[config.mk]
export PLATFORM = sky130hd
export DESIGN_NAME = hamming_enc_tx
export DESIGN_NICKNAME = d
export VERILOG_FILES = /design/src/rtl/hamming_pkg.sv /design/src/rtl/hamming74_enc.sv /design/src/rtl/hamming_enc_tx.sv
export SDC_FILE = /design/constraint.sdc
export NUM_CORES = 1
export LEC_CHECK = 0
export CAP_MARGIN = 0
export CORE_MARGIN = 8
export CORE_UTILIZATION = 30
export DETAILED_ROUTE_END_ITERATION = 10
export PLACE_DENSITY = 0.61
export RECOVER_POWER = 100
export SYNTH_ARGS = -nofsm -noshare
export SYNTH_HDL_FRONTEND = slang
export SYNTH_SLANG_ARGS = --single-unit
export TNS_END_PERCENT = 20
[constraint.sdc]
create_clock -name clk -period 3.57 [get_ports clk]
set_clock_uncertainty 0.15 [all_clocks]
set_input_delay 0.714 -clock clk [delete_from_list [all_inputs] [get_ports clk]]
set_output_delay 0.714 -clock clk [all_outputs]
set_load 0.02 [all_outputs]
[src/rtl/hamming_pkg.sv]
// Shared Hamming(7,4) definitions: code sizes, bit positions, encoder
// function and the transmit FSM state type.
package hamming_pkg;

    localparam int N = 7;
    localparam int K = 4;

    // Data bit positions inside the codeword {c6..c0}
    localparam int D0_POS = 3;
    localparam int D1_POS = 4;
    localparam int D2_POS = 5;
    localparam int D3_POS = 6;

    // Parity bit positions
    localparam int P0_POS = 0;
    localparam int P1_POS = 1;
    localparam int P2_POS = 2;

    localparam logic [2:0] LAST_IDX = 3'(N - 1);

    typedef logic [N-1:0] codeword_t;
    typedef logic [K-1:0] dataword_t;

    typedef enum logic {
        ST_IDLE  = 1'b0,
        ST_SHIFT = 1'b1
    } tx_state_t;

    // Parity equations chosen so the downstream decoder sees syndrome 0
    function automatic codeword_t hamming_encode(input dataword_t d);
        codeword_t c;
        c         = '0;
        c[D3_POS] = d[3];
        c[D2_POS] = d[2];
        c[D1_POS] = d[1];
        c[D0_POS] = d[0];
        c[P2_POS] = d[3] ^ d[0] ^ d[1];
        c[P1_POS] = d[3] ^ d[0] ^ d[2];
        c[P0_POS] = d[1] ^ d[2] ^ d[3];
        return c;
    endfunction

endpackage

[src/rtl/hamming74_enc.sv]
// Purely combinational Hamming(7,4) encoder.
module hamming74_enc
    import hamming_pkg::*;
(
    input  logic [K-1:0] d,
    output logic [N-1:0] c
);

    assign c = hamming_encode(d);

endmodule

[src/rtl/hamming_enc_tx.sv]
// Transmit-side Hamming(7,4) stage: encode accepted words into a one-word
// hold register, then serialize each codeword one bit per bit_tick with
// start/end-of-frame markers. Hold + shifter allow gap-free frames.
//
//   state    | meaning
//   ---------+-------------------------------------------------------
//   ST_IDLE  | no frame on the line; load shifter as soon as hold is full
//   ST_SHIFT | frame bit idx_q on ser_out; advance on bit_tick
module hamming_enc_tx
    import hamming_pkg::*;
#(
    parameter bit MSB_FIRST = 1'b1
) (
    input  logic       clk,
    input  logic       rst_n,
    input  logic [3:0] d_in,
    input  logic       d_valid,
    output logic       d_ready,
    input  logic       bit_tick,
    output logic       ser_out,
    output logic       ser_valid,
    output logic       ser_sof,
    output logic       ser_eof,
    output logic [6:0] c_out,
    output logic [7:0] frame_cnt
);

    tx_state_t  state_q, state_d;
    logic [6:0] hold_q, hold_d;
    logic       hold_full_q, hold_full_d;
    logic [6:0] shift_q, shift_d;
    logic [2:0] idx_q, idx_d;
    logic [7:0] frame_cnt_q, frame_cnt_d;
    logic       rdy_en_q, rdy_en_d;

    logic [6:0] enc_cw;
    logic       accept;
    logic       cur_bit;

    hamming74_enc u_enc (
        .d (d_in),
        .c (enc_cw)
    );

    // rdy_en_q keeps d_ready low through reset and for the release edge
    assign d_ready = rdy_en_q & ~hold_full_q;
    assign accept  = d_valid & d_ready;

    // Next-state logic: hold register fill, FSM, shifter and frame counter
    always_comb begin
        state_d     = state_q;
        hold_d      = hold_q;
        hold_full_d = hold_full_q;
        shift_d     = shift_q;
        idx_d       = idx_q;
        frame_cnt_d = frame_cnt_q;
        rdy_en_d    = 1'b1;

        // d_ready is low whenever hold is full, so accept never collides
        // with a hold-to-shifter transfer below
        if (accept) begin
            hold_d      = enc_cw;
            hold_full_d = 1'b1;
        end

        case (state_q)
            ST_IDLE: begin
                if (hold_full_q) begin
                    shift_d     = hold_q;
                    hold_full_d = 1'b0;
                    idx_d       = '0;
                    state_d     = ST_SHIFT;
                end
            end
            ST_SHIFT: begin
                if (bit_tick) begin
                    if (idx_q == LAST_IDX) begin
                        frame_cnt_d = frame_cnt_q + 8'd1;
                        if (hold_full_q) begin
                            shift_d     = hold_q;
                            hold_full_d = 1'b0;
                            idx_d       = '0;
                        end else begin
                            state_d = ST_IDLE;
                        end
                    end else begin
                        idx_d = idx_q + 3'd1;
                    end
                end
            end
            default: begin
                state_d = ST_IDLE;
            end
        endcase
    end

    // State registers with synchronous active-low reset
    always_ff @(posedge clk) begin
        if (!rst_n) begin
            state_q     <= ST_IDLE;
            hold_q      <= '0;
            hold_full_q <= 1'b0;
            shift_q     <= '0;
            idx_q       <= '0;
            frame_cnt_q <= '0;
            rdy_en_q    <= 1'b0;
        end else begin
            state_q     <= state_d;
            hold_q      <= hold_d;
            hold_full_q <= hold_full_d;
            shift_q     <= shift_d;
            idx_q       <= idx_d;
            frame_cnt_q <= frame_cnt_d;
            rdy_en_q    <= rdy_en_d;
        end
    end

    // Serial bit select according to transmit order
    always_comb begin
        if (MSB_FIRST) begin
            cur_bit = shift_q[LAST_IDX - idx_q];
        end else begin
            cur_bit = shift_q[idx_q];
        end
    end

    assign ser_valid = (state_q == ST_SHIFT);
    assign ser_out   = ser_valid & cur_bit;
    assign ser_sof   = ser_valid & (idx_q == 3'd0);
    assign ser_eof   = ser_valid & (idx_q == LAST_IDX);
    assign c_out     = shift_q;
    assign frame_cnt = frame_cnt_q;

endmodule

==> results.json, run 1 <==
{
  "status": "finished, final reports clean",
  "synth_fp_nets": 154,
  "die_y_um": 82.30,
  "critical_path.reg2reg.endpoint": "frame_cnt[4]$_SDFFE_PN0P_",
  "overall_fraction_of_global_route_tracks_in_use": 0.08922,
  "std_cell_rows": 24,
  "finish.cell_count_without_fillers": 218,
  "setup_violations": 0,
  "area_growth_synth_to_finish_pct": 26.57,
  "timing.critical_path.required_ns": 2.71,
  "cts_resized": 0,
  "initial_core_util": 0.3071,
  "synth_edf_count": 0,
  "seq_area_sq_um": 560.5,
  "grt_pass1_vias": 1026,
  "timing.fmax_mhz": 298.9,
  "ios": 28,
  "grt_antenna_before_repair": 0,
  "insertion_delay_ns": 0.27,
  "port-buffer-count": 27,
  "fin_nets": 179,
  "synth_most_common_cell": "sky130_fd_sc_hd__dfxtp_1",
  "die_area_sq_mm": 0.006773,
  "grt_first_pass_wirelength_um": 4781,
  "routabilityCongestion": 0.7484,
  "drt-wirelength-per-cell_um": 13.17,
  "drtIter0Drc": 44,
  "critPathKind": "reg -> out",
  "synth_cells": 142,
  "max_slew.worst_pin.slew_ns": 0.9148,
  "crit-reg2reg-launch": "idx_q[0]$_SDFFE_PN0P_",
  "route.final.wire_length_um": 2870,
  "total_leakage_power_uw": 0.0006302,
  "cts_hold_buffers": 0,
  "ys_ff_latch": 28,
  "synth.yosys.seq_area_share": 0.4250,
  "cts_tree": "yes",
  "cts_root_buffer": "sky130_fd_sc_hd__clkbuf_8",
  "n_antenna_cell": 0,
  "htree_num_levels": 1,
  "detail_route.first_pass.iterations": 4,
  "grt_start_max_net_pins": 24,
  "hp-class": "reg -> reg",
  "cts_setup_buffers": 0,
  "maximum_fanout_along_the_worst_path": 8,
  "antenna_left": 0,
  "report.final.hold_viol_count": 0,
  "hold_slack_ns": 0.3261,
  "peakVddDrop_mv": 0.1435,
  "min_period_over_period": 0.9373,
  "vias": 1041,
  "leftover_overflow_at_the_end_of_global_routing": 0,
  "maxCapViolations": 0,
  "synthDominantAreaCellType": "sky130_fd_sc_hd__dfxtp_1",
  "final_period_minus_worst_setup_slack_ns": 3.346,
  "hold-path-cell-count": 2,
  "startpoint_type": "register",
  "holdCritStartpoint": "hold_q[6]$_SDFFE_PN0P_",
  "drc": 0,
  "multi_input_gate_area_in_the_final_layout_sq_um": 688.2,
  "synth_largest_type_area_fraction": 0.4250,
  "setup_tns_ns": 0,
  "die-width_um": 82.30,
  "holdPathEnd": "c_out[6]$_SDFFE_PN0P_",
  "relSlewSlack": 0.3901,
  "synth_flop_cell": "sky130_fd_sc_hd__dfxtp_1",
  "syn-cell-area_sq_mm": 0.001319,
  "detailedPlacementHpwl_um": 2176,
  "synth.top_cells.by_count": "sky130_fd_sc_hd__dfxtp_1, sky130_fd_sc_hd__nand2_1, sky130_fd_sc_hd__mux2i_1",
  "timing_max_transition_violations_final": 0,
  "endpoint_kind": "primary output",
  "cts.path.max_buffers": 2,
  "timing.reg2reg.setup_slack_ns": 1.64,
  "synthDistinctLibCells": 33,
  "rsz0062_at_grt": "false",
  "cts-buffers-inserted": 3,
  "fill_cells": 430,
  "synth.top_cells.by_area": "sky130_fd_sc_hd__dfxtp_1, sky130_fd_sc_hd__mux2i_1, sky130_fd_sc_hd__nand2_1, sky130_fd_sc_hd__ha_1, sky130_fd_sc_hd__xnor2_1",
  "post_route_cells_drive_above_1_share": 0.04819,
  "cellPowerDensity_mw_per_mm2": 344.5,
  "postSynth.asyncResetShare": 0,
  "report.power.total_uw": 575.0,
  "post-place-cells": 214,
  "clock_sinks": 28,
  "synth-warning-count": 0,
  "critical_path_arrival_ns": 2.48,
  "floorplan.core_area_sq_mm": 0.004294,
  "detail_route.vias_per_cell": 4.775,
  "worst_setup_hold_path_clk_slew_ns": 0.10,
  "postSynthAreaPerCell_sq_um": 9.287,
  "worst_r2r_path_depth": 5
}
placed cells by master (no fill, tap or decap), types with 2 or more instances in the layout:
cell type,instances
sky130_fd_sc_hd__nand3_1,4
sky130_fd_sc_hd__nand2_1,21
sky130_fd_sc_hd__o311ai_1,2
sky130_fd_sc_hd__clkdlybuf4s50_1,7
sky130_fd_sc_hd__o41ai_1,2
sky130_fd_sc_hd__nor2_1,9
sky130_fd_sc_hd__ha_1,4
sky130_fd_sc_hd__a31oi_1,2
sky130_fd_sc_hd__dlygate4sd3_1,20
sky130_fd_sc_hd__inv_1,5
sky130_fd_sc_hd__clkbuf_8,4
sky130_fd_sc_hd__a21oi_1,4
sky130_fd_sc_hd__xor2_1,3
sky130_fd_sc_hd__o22ai_1,3
sky130_fd_sc_hd__mux2i_1,16
sky130_fd_sc_hd__or3_1,4
sky130_fd_sc_hd__nor2b_1,2
sky130_fd_sc_hd__nand2b_1,3
sky130_fd_sc_hd__a211oi_1,2
sky130_fd_sc_hd__o21ai_0,5
sky130_fd_sc_hd__xnor2_1,4
sky130_fd_sc_hd__dfxtp_1,28
report_power, final:
part | switching (uW) | total [uW] | leakage (uW) | internal (uW)
clock network | 97.5 | 196 | 0.0000288 | 98.7
registers | 5.77 | 325 | 0.000227 | 320
logic | 28.1 | 53.5 | 0.000374 | 25.3
worst max-delay path by stage:
stage | startpoint | to | cells past startpoint
after floorplan | idx_q[1]$_SDFFE_PN0P_ | ser_out | 4
after global placement | idx_q[0]$_SDFFE_PN0P_ | ser_out | 5
after detailed placement | idx_q[0]$_SDFFE_PN0P_ | ser_out | 5
after CTS | idx_q[0]$_SDFFE_PN0P_ | ser_out | 5
after global routing | idx_q[0]$_SDFFE_PN0P_ | ser_out | 5
final | idx_q[0]$_SDFFE_PN0P_ | ser_out | 5
metal layers:
| metal | track usage | vias up | routed length [um] |
|---|---|---|---|
| met5 | 0 | - | 0 |
| met4 | 0.03509 | 0 | 20 |
| met3 | 0.02597 | 2 | 151 |
| met2 | 0.1410 | 15 | 1318 |
| met1 | 0.1114 | 484 | 1379 |
| li1 | - | 540 | - |
worst max-delay path: stages (launching register included):
cell and delay (ns):
sky130_fd_sc_hd__dfxtp_1 0.52, sky130_fd_sc_hd__ha_1 0.26, sky130_fd_sc_hd__xnor2_1 0.17, sky130_fd_sc_hd__mux4_2 0.54, sky130_fd_sc_hd__nor2b_1 0.12, sky130_fd_sc_hd__clkdlybuf4s50_1 0.61
layout make-up:
| cell class | instances | area share |
|---|---|---|
| flip-flops and latches | 28 | 0.3358 |
| repair buffers | 29 | 0.1687 |
| multi-input cells | 100 | 0.4123 |
| inverters | 5 | 0.01124 |
| well taps | 52 | 0.03898 |
| clock buffers | 4 | 0.03298 |
sequential cells by signal, indices dropped and copies added, names as in the netlist:
name	cells
c_out	7
hold_q	7
rdy_en_q	1
idx_q	3
hold_full_q	1
ser_valid	1
frame_cnt	8
logic make-up (layout without fill, tap and decap cells):
logic type | after synthesis | after routing | share of synthesized area
and+or+nand+nor | 50 | 50 | 0.1907
DFF | 28 | 28 | 0.4250
AOI/OAI and AO/OA | 22 | 22 | 0.1082
muxes | 17 | 17 | 0.1385
buffers and inverters | 14 | 38 | 0.05313
xor gates and xnor gates | 7 | 7 | 0.04649
adders and majority gates | 4 | 4 | 0.03795
metrics by stage:
| stage | util | setup slack [ns] | area [sq um] |
|---|---|---|---|
| 2_1_floorplan | - | 1.172 | 1319 |
| 3_3_place_gp | 0.3767 | 0.6206 | 1618 |
| 3_5_place_dp | 0.3767 | 0.4938 | 1618 |
| 4_1_cts | 0.3896 | 0.1862 | 1673 |
| 5_1_grt | 0.3887 | 0.06680 | 1669 |
| 6_report | 0.3887 | 0.2239 | 1669 |
(Power assumes the default switching activity.)
==> run 2, diff against run 1 <==
- CTS_CLUSTER_DIAMETER: not set -> 150
==> results of run 2 <==
No change in the layout: final DEF, timing and power equal those of run 1.
